===== config.mk =====
export PLATFORM = sky130hd
export DESIGN_NAME = pwm_capture
export DESIGN_NICKNAME = d
export VERILOG_FILES = /design/src/rtl/pwm_capture.sv
export SDC_FILE = /design/constraint.sdc
export NUM_CORES = 1
export LEC_CHECK = 0
export ABC_AREA = 1
export BUFFER_PORTS_ARGS = -buffer_cell sky130_fd_sc_hd__buf_4
export CORE_ASPECT_RATIO = 0.6
export CORE_MARGIN = 4
export CORE_UTILIZATION = 56
export CTS_CLUSTER_SIZE = 12
export DETAILED_ROUTE_END_ITERATION = 10
export PLACE_DENSITY = 0.75
export SLEW_MARGIN = 5
export SYNTH_ARGS = -nofsm -noshare
export SYNTH_HDL_FRONTEND = slang
export SYNTH_SLANG_ARGS = --single-unit

===== constraint.sdc =====
create_clock -name clk_i -period 2.5 [get_ports clk_i]
set_clock_uncertainty 0.1 [all_clocks]
set_input_delay 0.125 -clock clk_i [delete_from_list [all_inputs] [get_ports clk_i]]
set_output_delay 0.125 -clock clk_i [all_outputs]
set_load 0.02 [all_outputs]

===== src/rtl/pwm_capture.sv =====
// PWM input decoder: synchronises an external PWM line, measures high time and period
// per full cycle, counts captures, flags stuck lines, and exposes it on a valid/ready bus.
module pwm_capture #(
    parameter int BITS = 32
) (
    input  logic            clk_i,
    input  logic            rst_ni,
    input  logic            valid_i,
    input  logic            we_i,
    input  logic [BITS-1:0] addr_i,
    input  logic [BITS-1:0] wdata_i,
    output logic            ready_o,
    output logic [BITS-1:0] rdata_o,
    input  logic            cio_pwm_i,
    output logic            irq_o
);

    localparam logic [1:0] ST_IDLE = 2'd0;
    localparam logic [1:0] ST_ARM  = 2'd1;
    localparam logic [1:0] ST_HIGH = 2'd2;
    localparam logic [1:0] ST_LOW  = 2'd3;

    localparam logic [BITS-1:0] CNT_MAX = '1;
    localparam logic [BITS-1:0] CNT_ONE = BITS'(1);

    logic            ready_q, ready_d;
    logic [BITS-1:0] rdata_q, rdata_d;
    logic [1:0]      sync_q, sync_d;
    logic            s_dly_q, s_dly_d;
    logic [2:0]      ctrl_q, ctrl_d;
    logic [BITS-1:0] timeout_q, timeout_d;
    logic [BITS-1:0] high_q, high_d;
    logic [BITS-1:0] period_q, period_d;
    logic [BITS-1:0] count_q, count_d;
    logic [BITS-1:0] cnt_q, cnt_d;
    logic [BITS-1:0] hi_len_q, hi_len_d;
    logic [3:0]      flags_q, flags_d;
    logic [1:0]      state_q, state_d;
    logic            irq_q, irq_d;

    logic            s, rise, fall, acc, wr, tmo_hit;
    logic [5:0]      idx;
    logic [3:0]      w1c, set;
    logic [BITS-1:0] rd_val, cnt_inc;
    logic            addr_unused;

    assign addr_unused = ^addr_i;

    always_comb begin
        s       = sync_q[1] ^ ctrl_q[1];
        rise    = s & ~s_dly_q;
        fall    = ~s & s_dly_q;
        sync_d  = {sync_q[0], cio_pwm_i};
        s_dly_d = s;

        acc = valid_i & ~ready_q;
        wr  = acc & we_i;
        idx = addr_i[7:2];

        case (idx)
            6'd0:    rd_val = {{(BITS-3){1'b0}}, ctrl_q};
            6'd1:    rd_val = {{(BITS-6){1'b0}}, state_q, flags_q};
            6'd2:    rd_val = high_q;
            6'd3:    rd_val = period_q;
            6'd4:    rd_val = timeout_q;
            6'd5:    rd_val = count_q;
            default: rd_val = '0;
        endcase

        ready_d   = acc;
        rdata_d   = (acc && !we_i) ? rd_val : rdata_q;
        ctrl_d    = (wr && idx == 6'd0) ? wdata_i[2:0] : ctrl_q;
        timeout_d = (wr && idx == 6'd4) ? wdata_i : timeout_q;
        w1c       = (wr && idx == 6'd1) ? wdata_i[3:0] : 4'b0;

        cnt_inc = (cnt_q == CNT_MAX) ? cnt_q : cnt_q + CNT_ONE;
        tmo_hit = (timeout_q != '0) && (cnt_q == timeout_q);

        state_d  = state_q;
        cnt_d    = cnt_q;
        hi_len_d = hi_len_q;
        high_d   = high_q;
        period_d = period_q;
        count_d  = count_q;
        set      = 4'b0;

        if (!ctrl_q[0]) begin
            state_d = ST_IDLE;
            cnt_d   = '0;
        end else begin
            case (state_q)
                ST_IDLE: begin
                    cnt_d   = '0;
                    state_d = ST_ARM;
                end
                ST_ARM: begin
                    if (rise) begin
                        cnt_d   = CNT_ONE;
                        state_d = ST_HIGH;
                    end
                end
                ST_HIGH: begin
                    // the edge takes priority over a coincident timeout
                    if (fall) begin
                        hi_len_d = cnt_q;
                        cnt_d    = cnt_inc;
                        state_d  = ST_LOW;
                    end else if (tmo_hit) begin
                        set[1]  = 1'b1;
                        state_d = ST_ARM;
                    end else begin
                        cnt_d = cnt_inc;
                    end
                end
                default: begin
                    if (rise) begin
                        period_d = cnt_q;
                        high_d   = hi_len_q;
                        count_d  = count_q + CNT_ONE;
                        set[0]   = 1'b1;
                        set[3]   = (cnt_q == CNT_MAX) || (hi_len_q == CNT_MAX);
                        cnt_d    = CNT_ONE;
                        state_d  = ST_HIGH;
                    end else if (tmo_hit) begin
                        set[2]  = 1'b1;
                        state_d = ST_ARM;
                    end else begin
                        cnt_d = cnt_inc;
                    end
                end
            endcase
        end

        // hardware set wins over a same-cycle write-one-to-clear
        flags_d = (flags_q & ~w1c) | set;
        irq_d   = flags_q[0] & ctrl_q[2];
    end

    always_ff @(posedge clk_i or negedge rst_ni) begin
        if (!rst_ni) begin
            ready_q   <= 1'b0;
            rdata_q   <= '0;
            sync_q    <= '0;
            s_dly_q   <= 1'b0;
            ctrl_q    <= '0;
            timeout_q <= '0;
            high_q    <= '0;
            period_q  <= '0;
            count_q   <= '0;
            cnt_q     <= '0;
            hi_len_q  <= '0;
            flags_q   <= '0;
            state_q   <= ST_IDLE;
            irq_q     <= 1'b0;
        end else begin
            ready_q   <= ready_d;
            rdata_q   <= rdata_d;
            sync_q    <= sync_d;
            s_dly_q   <= s_dly_d;
            ctrl_q    <= ctrl_d;
            timeout_q <= timeout_d;
            high_q    <= high_d;
            period_q  <= period_d;
            count_q   <= count_d;
            cnt_q     <= cnt_d;
            hi_len_q  <= hi_len_d;
            flags_q   <= flags_d;
            state_q   <= state_d;
            irq_q     <= irq_d;
        end
    end

    assign ready_o = ready_q;
    assign rdata_o = rdata_q;
    assign irq_o   = irq_q;

endmodule


==> flow_summary.ini, run 1 <==
[run_status]
status = complete, no violations

[min_path]
hold_depth = 6
hold_start = addr_i[4]
hold_end = ctrl_q[2]$_DFFE_PN0P_
hp-class = primary input to flip-flop

[setup_path]
cp_common_cell = nand2_2
worst-path-max-fanout = 5
r2r_start = cnt_q[27]$_DFFE_PN0P_
crit_path_start_kind = flip-flop
cp_slowest_stage_delay_ns = 0.47
required_ns = 2.86
cp_slowest_cell = dfrtp_2
r2r_slack_ns = 0.04
reg2reg_to = cnt_q[29]$_DFFE_PN0P_
cp-end-kind = flip-flop
rr_worst_depth = 14
cp.arrival_ns = 2.83
crit_chain = xnor2_2 > buf_4 > nand2_1 > nor2_2 > nand2_2 > nor2_4 > buf_6 > nand3_4 > buf_12 > nand2_1 > nand3_1 > a21oi_1 > nand2_2 > nand2_2
crit_type = flip-flop to flip-flop

[final_layout]
area_growth_pct = 24.4
multi_input_area_sq_um = 6690
nFillCells = 1890
antenna_cells = 0
stdcell_area_sq_um = 17000
drive_gt1_share_pct = 18.5
fin_nets = 2203
final_util_pct = 72.1
regArea_sq_um = 5970

[floorplan]
die_height_microns = 129
die-area_sq_um = 27000
dieWidth_microns = 209
rows = 43
core_sq_um = 23500
ios = 103
start_util_pct = 58.0

[yosys]
synthCells = 1913
synth_common_cells = nand2_1 (726), dfrtp_1 (238), inv_1 (164)
yosysMostFrequentCell = nand2_1
async_reset_ff_share_pct = 100
synth_seq_cells = 238
yosysWarnings = 0
synth-edff-count = 0
synth_top_area_share_pct = 43.7
syn_area_per_cell_sq_um = 7.13
yosysSeqAreaShare_pct = 43.7
yosysTopAreaCell = dfrtp_1
ys_types = 42
syn_area_sq_um = 13600
synth-main-ff-cell = dfrtp_1
synth_area_leaders = dfrtp_1 (44%), nand2_1 (20%), o21ai_0 (5.3%)
synth_nets = 1984

[placed_design]
gp_congestion = 1.06
dp_hpwl_microns = 35500
numPortBuffers = 76
placed_cell_area_sq_um = 15400

[clocking]
htreeDepth = 1
clk_latency_ns = 0.55
clockBufferDepth = 3
cts_inserted_buffers = 25
cts_tree = done
cts_root_buf = clkbuf_16
path_clk_slew_ns = 0.08
cts.sinks = 238

[global_route]
grtUsageTotal_pct = 35.8
grt_pass1_vias = 13214
grt_max_degree = 90
grt_antenna_before_repair = 1
grt_overflow = 0
grt_first_pass_wirelength_microns = 75300

[detailed_routing]
vias = 14212
vias_per_cell = 5.79
routed_wl_microns = 49300
ant_nets = 0
wl_per_cell_microns = 20.1
drc_errors = 0
drt-initial-drc-count = 2096
detail_route.first_pass.iterations = 6

[sta]
finalMaxSlewViolations = 0
slew_headroom_pct = 46.7
tightest_slew_ns = 0.792
report.final.setup_viol = 0
fmax_mhz = 406
whs_ns = 0.0321
period_minus_slack_ns = 2.46
hold_viol = 0
period_share_pct = 98.5

[pwr]
max-vdd-ir-drop_uv = 552
p_per_area_nw_per_um2 = 485
p_leak_uw = 0.00848

[job]
cap_viol_max_count = 0
## per-stage QoR
step / power, uW / setup WS (ns) / TNS (ns) / instances
detailed placement: 4630 / -0.187 / -2.57 / 2364
global route: 8450 / -0.0575 / -0.233 / 2455
CTS: 8210 / 0.0265 / 0 / 2436
finish: 8230 / 0.0370 / 0 / 2455
global placement: 4620 / -0.130 / -0.753 / 2364
floorplan: 4260 / 0.479 / 0 / 1913
## logic make-up (layout without fill, tap and decap cells)
family	Yosys count	after routing	share of synthesized area, %
and+or+nand+nor	1040	1041	32.0
buffers and inverters	281	507	8.56
muxes	3	3	0.248
DFF	238	238	43.7
xor gates and xnor gates	52	52	3.34
AOI/OAI and AO/OA	297	297	12.0
adders and majority gates	2	2	0.184
## power breakdown
group | internal [uW] | switching (uW) | leakage [uW]
registers | 3910 | 50.0 | 0.00315
clock network | 2020 | 1570 | 0.000366
logic | 263 | 408 | 0.00497
total | 6200 | 2030 | 0.00848
## registers in the layout, indices dropped and copies added (netlist names), 2 cells and up
register and cells:
count_q 32, sync_q 2, cnt_q 32, high_q 32
rdata_o 32, ctrl_q 3, flags_q 4, period_q 32
state_q 2, timeout_q 32, hi_len_q 32
## placed cells by master, fill, tap and decap left out, drive strengths merged, types with 4 or more instances in the layout
cell	count
nand2	728
buf	241
dfrtp	238
inv	190
o21ai	159
nor2	151
nand3	104
a21oi	85
xor2	40
dlygate4sd3	36
clkbuf	34
a22oi	27
nand4	25
nor3	20
a221oi	12
xnor2	12
nor4	5
clkinv	5
nand3b	4
o22ai	4
## critical path, delay by kind of cell, from the launching register on
| family | cells | cell delay [ns] |
|---|---|---|
| compound gates | 1 | 0.18 |
| xor+xnor | 1 | 0.17 |
| buf+inv | 3 | 0.51 |
| flops | 1 | 0.47 |
| simple gates | 9 | 0.95 |
## area by class of cell
class                      count  share of cell area [%]
timing repair buffer         280                    14.3
clock inverter                 4                   0.332
sequential                   238                    35.2
clock buffer                  31                    4.06
inverter                     192                    4.31
multi-input combinational   1395                    39.4
tap                          315                    2.32
## worst max-delay path by stage
stage / startpoint / cells after the start / slack, ns / end
after floorplan: cnt_q[1]$_DFFE_PN0P_ / 14 / 0.48 / cnt_q[11]$_DFFE_PN0P_
after CTS: cnt_q[0]$_DFFE_PN0P_ / 13 / 0.03 / cnt_q[29]$_DFFE_PN0P_
after global routing: cnt_q[27]$_DFFE_PN0P_ / 14 / -0.06 / cnt_q[29]$_DFFE_PN0P_
final: cnt_q[27]$_DFFE_PN0P_ / 14 / 0.04 / cnt_q[29]$_DFFE_PN0P_
after global placement: cnt_q[10]$_DFFE_PN0P_ / 16 / -0.13 / cnt_q[13]$_DFFE_PN0P_
after detailed placement: timeout_q[4]$_DFFE_PN0P_ / 15 / -0.19 / cnt_q[6]$_DFFE_PN0P_
## per-layer routing
metal,share of wire [%],wire length [microns],GRT usage (%),vias up
met5,0.16,80,0,-
met4,2.7,1340,8.05,4
met3,13,6450,11.3,116
met2,41,20300,51.6,839
met1,43,21200,53.2,6726
li1,-,-,-,6527
## what timing repair did
action                                  4_1_cts  5_1_grt
endpoints found under the hold margin       138        0
gates cloned                                  1        3
hold buffers                                 36        0
pin swaps                                     0        9
endpoints found under the setup margin       31       39
resized for setup                             3       57
buffers inserted                              0       16
Power figures use the tool's default switching activity.
==> inputs of run 2 (changes only) <==
==> constraint.sdc (replaced) <==
create_clock -name clk_i -period 2.7 [get_ports clk_i]
set_clock_uncertainty 0.1 [all_clocks]
set_input_delay 0.135 -clock clk_i [delete_from_list [all_inputs] [get_ports clk_i]]
set_output_delay 0.135 -clock clk_i [all_outputs]
set_load 0.02 [all_outputs]
==> run 2 against run 1 <==
Against the previous run: die area is the same; critical path type unchanged; critical endpoint unchanged; non-clock buffer count decreased by 108; sequential cell count unchanged; combinational power down 21%; final area is 6.6% lower; global-route usage shrank 1.6 points; clock power fell by 12%; via count is 6.0% lower; sequential power is 6.8% lower; worst setup slack better by 0.092 ns.
==> flow_summary.ini, run 2 (synthesis results as in run 1) <==
[run_status]
status = complete, no violations

[clocking]
cts.sinks = 238
clk_latency_ns = 0.55
cts_root_buf = clkbuf_16
cts_inserted_buffers = 25
path_clk_slew_ns = 0.06
htreeDepth = 1
cts_tree = done
cts_setup_buffers = 0
clockBufferDepth = 3

[setup_path]
crit_cells = 13
crit_path_start_kind = flip-flop
worst-path-max-fanout = 5
cp-end-kind = flip-flop
reg2reg_to = cnt_q[29]$_DFFE_PN0P_
crit_chain = nand2_1 > nor2_1 > nand2_1 > nor2_1 > nand3_1 > a21oi_1 > nand2_1 > nand2_1 > nand2_1 > nand2_1 > nand2_1 > nand2_1 > nand2_1
cp_common_cell = nand2_1
crit_family = simple AND/OR/NAND/NOR gates
rr_worst_depth = 13
crit_start = cnt_q[10]$_DFFE_PN0P_
critical_path_buf_inv_count = 0
crit_type = flip-flop to flip-flop
required_ns = 3.01
cp_slowest_stage_delay_ns = 0.53
r2r_start = cnt_q[10]$_DFFE_PN0P_
cp_slowest_cell = dfrtp_1
cp.arrival_ns = 2.89
r2r_slack_ns = 0.13

[global_route]
grt_first_pass_wirelength_microns = 72300
grt_max_degree = 78
grt_pass1_vias = 12838
grtUsageTotal_pct = 34.2
grt_overflow = 0
grt_antenna_before_repair = 0

[sta]
rsz0062_at_grt = no
slew_headroom_pct = 46.3
setup_tns_ns = 0
hold_viol = 0
period_share_pct = 95.2
tightest_slew_ns = 0.799
report.final.setup_viol = 0
fmax_mhz = 389
finalMaxSlewViolations = 0
period_minus_slack_ns = 2.57

[final_layout]
drive_gt1_share_pct = 12.0
final_common_cell = nand2_1
multi_input_area_sq_um = 6540
regArea_sq_um = 5960
fin_nets = 2094
nFillCells = 2008
final_util_pct = 67.3
final_cell_mix = nand2_1 (723), dfrtp_1 (238), inv_1 (164)
area_growth_pct = 16.1
antenna_cells = 0

[detailed_routing]
drc_errors = 0
routed_wl_microns = 45700
drt-initial-drc-count = 1735
ant_nets = 0
wl_per_cell_microns = 19.4
detail_route.first_pass.iterations = 7
vias_per_cell = 5.69
vias = 13359

[min_path]
hold_end = ctrl_q[2]$_DFFE_PN0P_
hp-class = primary input to flip-flop
hold_start = addr_i[4]
hold_depth = 6

[floorplan]
die-area_sq_um = 27000
rows = 43
dieWidth_microns = 209
start_util_pct = 58.0
ios = 103
core_sq_um = 23500
die_height_microns = 129

[placed_design]
dp_hpwl_microns = 32900
numPortBuffers = 76
gp_congestion = 1.03

[pwr]
p_per_area_nw_per_um2 = 466
max-vdd-ir-drop_uv = 517
p_leak_uw = 0.00784

[job]
cap_viol_max_count = 0
==> run 2: where the power goes <==
group / total, uW / internal, uW / leakage (uW) / switching [uW]
logic: 528 / 194 / 0.00432 / 335
registers: 3690 / 3620 / 0.00317 / 63.4
clock network: 3170 / 1740 / 0.000350 / 1430
==> run 2: stage by stage <==
stage	hold WS (ns)	setup WS [ns]	total power, uW	instance area [sq um]	std cells
2_1_floorplan	-0.261	0.679	3950	13600	1913
6_report	0.0371	0.129	7380	15800	2349
3_3_place_gp	0.0579	0.349	4210	14800	2275
5_1_grt	0.101	0.0178	7640	15800	2349
3_5_place_dp	0.0593	0.303	4230	14800	2275
4_1_cts	0.0258	0.281	7420	15800	2349
==> run 2: worst max-delay path by stage <==
stage / to / slack, ns
2_1_floorplan: cnt_q[11]$_DFFE_PN0P_ / 0.68
3_3_place_gp: cnt_q[29]$_DFFE_PN0P_ / 0.35
3_5_place_dp: cnt_q[18]$_DFFE_PN0P_ / 0.30
4_1_cts: cnt_q[18]$_DFFE_PN0P_ / 0.28
5_1_grt: cnt_q[29]$_DFFE_PN0P_ / 0.02
6_report: cnt_q[29]$_DFFE_PN0P_ / 0.13
==> run 2: cell type report <==
cell class | count | area share [%]
multi-input cells | 1394 | 41.3
flip-flops and latches | 238 | 37.6
repair buffers | 172 | 9.56
inverters | 192 | 4.55
clock buffers | 33 | 4.27
well taps | 315 | 2.49
clock inverters | 5 | 0.205
==> run 2: worst min-delay path, stage by stage <==
cell     delay (ns)
buf_4          0.09
nor2_1         0.04
nand4_1        0.06
inv_1          0.07
nand2_1        0.14
o21ai_0        0.09
==> run 2: metal layers <==
| metal | track usage [%] | wire, microns |
|---|---|---|
| met5 | 0 | 0 |
| met4 | 8.47 | 1300 |
| met3 | 11.5 | 5510 |
| met2 | 49.5 | 18800 |
| met1 | 49.8 | 20100 |
==> run 2: timing repair <==
action	in CTS	in global routing
resized for setup	0	0
hold buffers	36	0
endpoints found under the hold margin	240	0
==> inputs of run 3 (changes only) <==
--- a/config.mk
+++ b/config.mk
@@ -7,12 +7,14 @@
 export LEC_CHECK = 0
 export ABC_AREA = 1
 export BUFFER_PORTS_ARGS = -buffer_cell sky130_fd_sc_hd__buf_4
+export CELL_PAD_IN_SITES_DETAIL_PLACEMENT = 0
+export CELL_PAD_IN_SITES_GLOBAL_PLACEMENT = 1
 export CORE_ASPECT_RATIO = 0.6
 export CORE_MARGIN = 4
-export CORE_UTILIZATION = 56
+export CORE_UTILIZATION = 44
 export CTS_CLUSTER_SIZE = 12
 export DETAILED_ROUTE_END_ITERATION = 10
-export PLACE_DENSITY = 0.75
+export PLACE_DENSITY_LB_ADDON = 0.1
 export SLEW_MARGIN = 5
 export SYNTH_ARGS = -nofsm -noshare
 export SYNTH_HDL_FRONTEND = slang
==> run 3 against run 2 <==
Against the previous run: power increased by 4.3%; routed wire length grew 6.5%; final area grew 3.7%; sequential power barely moved; die area up 26%; worst setup slack better by 0.017 ns; worst hold slack better by 0.012 ns.
==> flow_summary.ini, run 3 (synthesis results as in run 1) <==
[run_status]
status = complete, no violations

[global_route]
grt_pass1_vias = 12467
grt_antenna_before_repair = 0
grt_max_degree = 76
grtUsageTotal_pct = 28.6
grt_first_pass_wirelength_microns = 75300
grt_overflow = 0

[floorplan]
core_sq_um = 30200
dieWidth_microns = 235
ios = 103
die-area_sq_um = 34000
start_util_pct = 45.1
rows = 49
die_height_microns = 144

[clocking]
cts_root_buf = clkbuf_16
cts.sinks = 238
htreeDepth = 1
cts_tree = done
clockBufferDepth = 3
path_clk_slew_ns = 0.06
clk_latency_ns = 0.53
cts_inserted_buffers = 25

[pwr]
pwr-share-comb_pct = 7.4
power_uw = 7700
p_per_area_nw_per_um2 = 469
power_switching_uw = 1840
max-vdd-ir-drop_uv = 416
swShare_pct = 23.9
power_frac_seq_pct = 47.7
p_clk_share_pct = 44.9
p_leak_uw = 0.00812
intPower_uw = 5860

[final_layout]
area_growth_pct = 20.4
final_cell_mix = nand2_1 (723), dfrtp_1 (237), buf_4 (179)
drive_gt1_share_pct = 14.8
antenna_cells = 0
fin_nets = 2146
stdcell_area_sq_um = 16400
final_util_pct = 54.3
final_common_cell = nand2_1

[detailed_routing]
drt-initial-drc-count = 1463
detail_route.first_pass.iterations = 5
ant_nets = 0
drc_errors = 0
routed_wl_microns = 48700
vias = 13190
wl_per_cell_microns = 19.5
vias_per_cell = 5.30

[setup_path]
cp.arrival_ns = 2.88
worst-path-max-fanout = 6
cp-end-kind = flip-flop
crit_type = flip-flop to flip-flop
required_ns = 3.02
crit_path_start_kind = flip-flop

[sta]
hold_viol = 0
period_minus_slack_ns = 2.55
slew_headroom_pct = 44.8
whs_ns = 0.0490
tightest_slew_ns = 0.820
finalMaxSlewViolations = 0
report.final.setup_viol = 0
fmax_mhz = 392
period_share_pct = 94.6
final.setup.worst_slack_ns = 0.146

[placed_design]
placed_cell_area_sq_um = 15200
gp_congestion = 0.953
dp_hpwl_microns = 35600
place_ws_ns = -0.100
numPortBuffers = 76

[min_path]
hp-class = primary input to async pin

[job]
cap_viol_max_count = 0
## run 3: layout make-up
class                           count  area [sq um]
Fill cell                        2948         13800
Sequential cell                   238          5960
Multi-Input combinational cell   1395          6580
Clock buffer                       30           674
Inverter                          192           721
Tap cell                          408           510
Timing Repair Buffer              223          1870
Clock inverter                      5           100
## run 3: repair_timing
action	in CTS	in global routing
setup buffers	0	3
hold buffers	35	0
setup endpoints to repair	21	35
cloned	1	0
pin swaps	1	2
gates resized for setup	1	8
endpoints found under the hold margin	257	0
## run 3: power by group through the flow
stage | clock, uW | sequential, uW | combinational, uW
final | 3460 | 3670 | 570
after global routing | 3680 | 3680 | 626
after CTS | 3530 | 3670 | 567
after detailed placement | 0 | 3740 | 525
after global placement | 0 | 3740 | 521
after floorplan | 0 | 3740 | 203
## run 3: worst max-delay path, stage by stage (launching register included)
cell and delay [ns]:
dfrtp_1 0.54, nand2_1 0.19, nor2_1 0.20, nand2_1 0.19, nor2_2 0.33, buf_4 0.18, xor2_1 0.15, nand2_1 0.09
o21ai_0 0.17, inv_1 0.06, nand2_1 0.06, nand2_1 0.05, nand2_1 0.08, nand2_1 0.05
## run 3: per-stage QoR
step	setup TNS [ns]	instances
final	0	2491
after floorplan	0	1913
after global routing	-0.00296	2491
after global placement	-0.538	2417
after CTS	0	2488
after detailed placement	-0.613	2417
## run 3: final timing paths
kind,cells after the start,slack [ns],from,to
setup / recovery,13,0.15,cnt_q[8]$_DFFE_PN0P_,cnt_q[13]$_DFFE_PN0P_
hold / removal,2,0.05,rst_ni,rdata_o[21]$_DFFE_PN0P_
setup reg to reg,13,0.15,cnt_q[8]$_DFFE_PN0P_,cnt_q[13]$_DFFE_PN0P_
hold reg to reg,0,0.26,sync_q[0]$_DFF_PN0_,sync_q[1]$_DFF_PN0_
max in group asynchronous,3,1.63,rst_ni,cnt_q[0]$_DFFE_PN0P_
min in group clk_i,6,0.07,addr_i[4],ctrl_q[2]$_DFFE_PN0P_
## run 3: per-layer routing
layer	wire length (microns)	track usage [%]	up-vias
met1	23500	44.1	6202
met3	4860	7.74	49
met2	19400	40.6	538
met5	0	0	-
li1	-	-	6401
met4	873	5.34	0
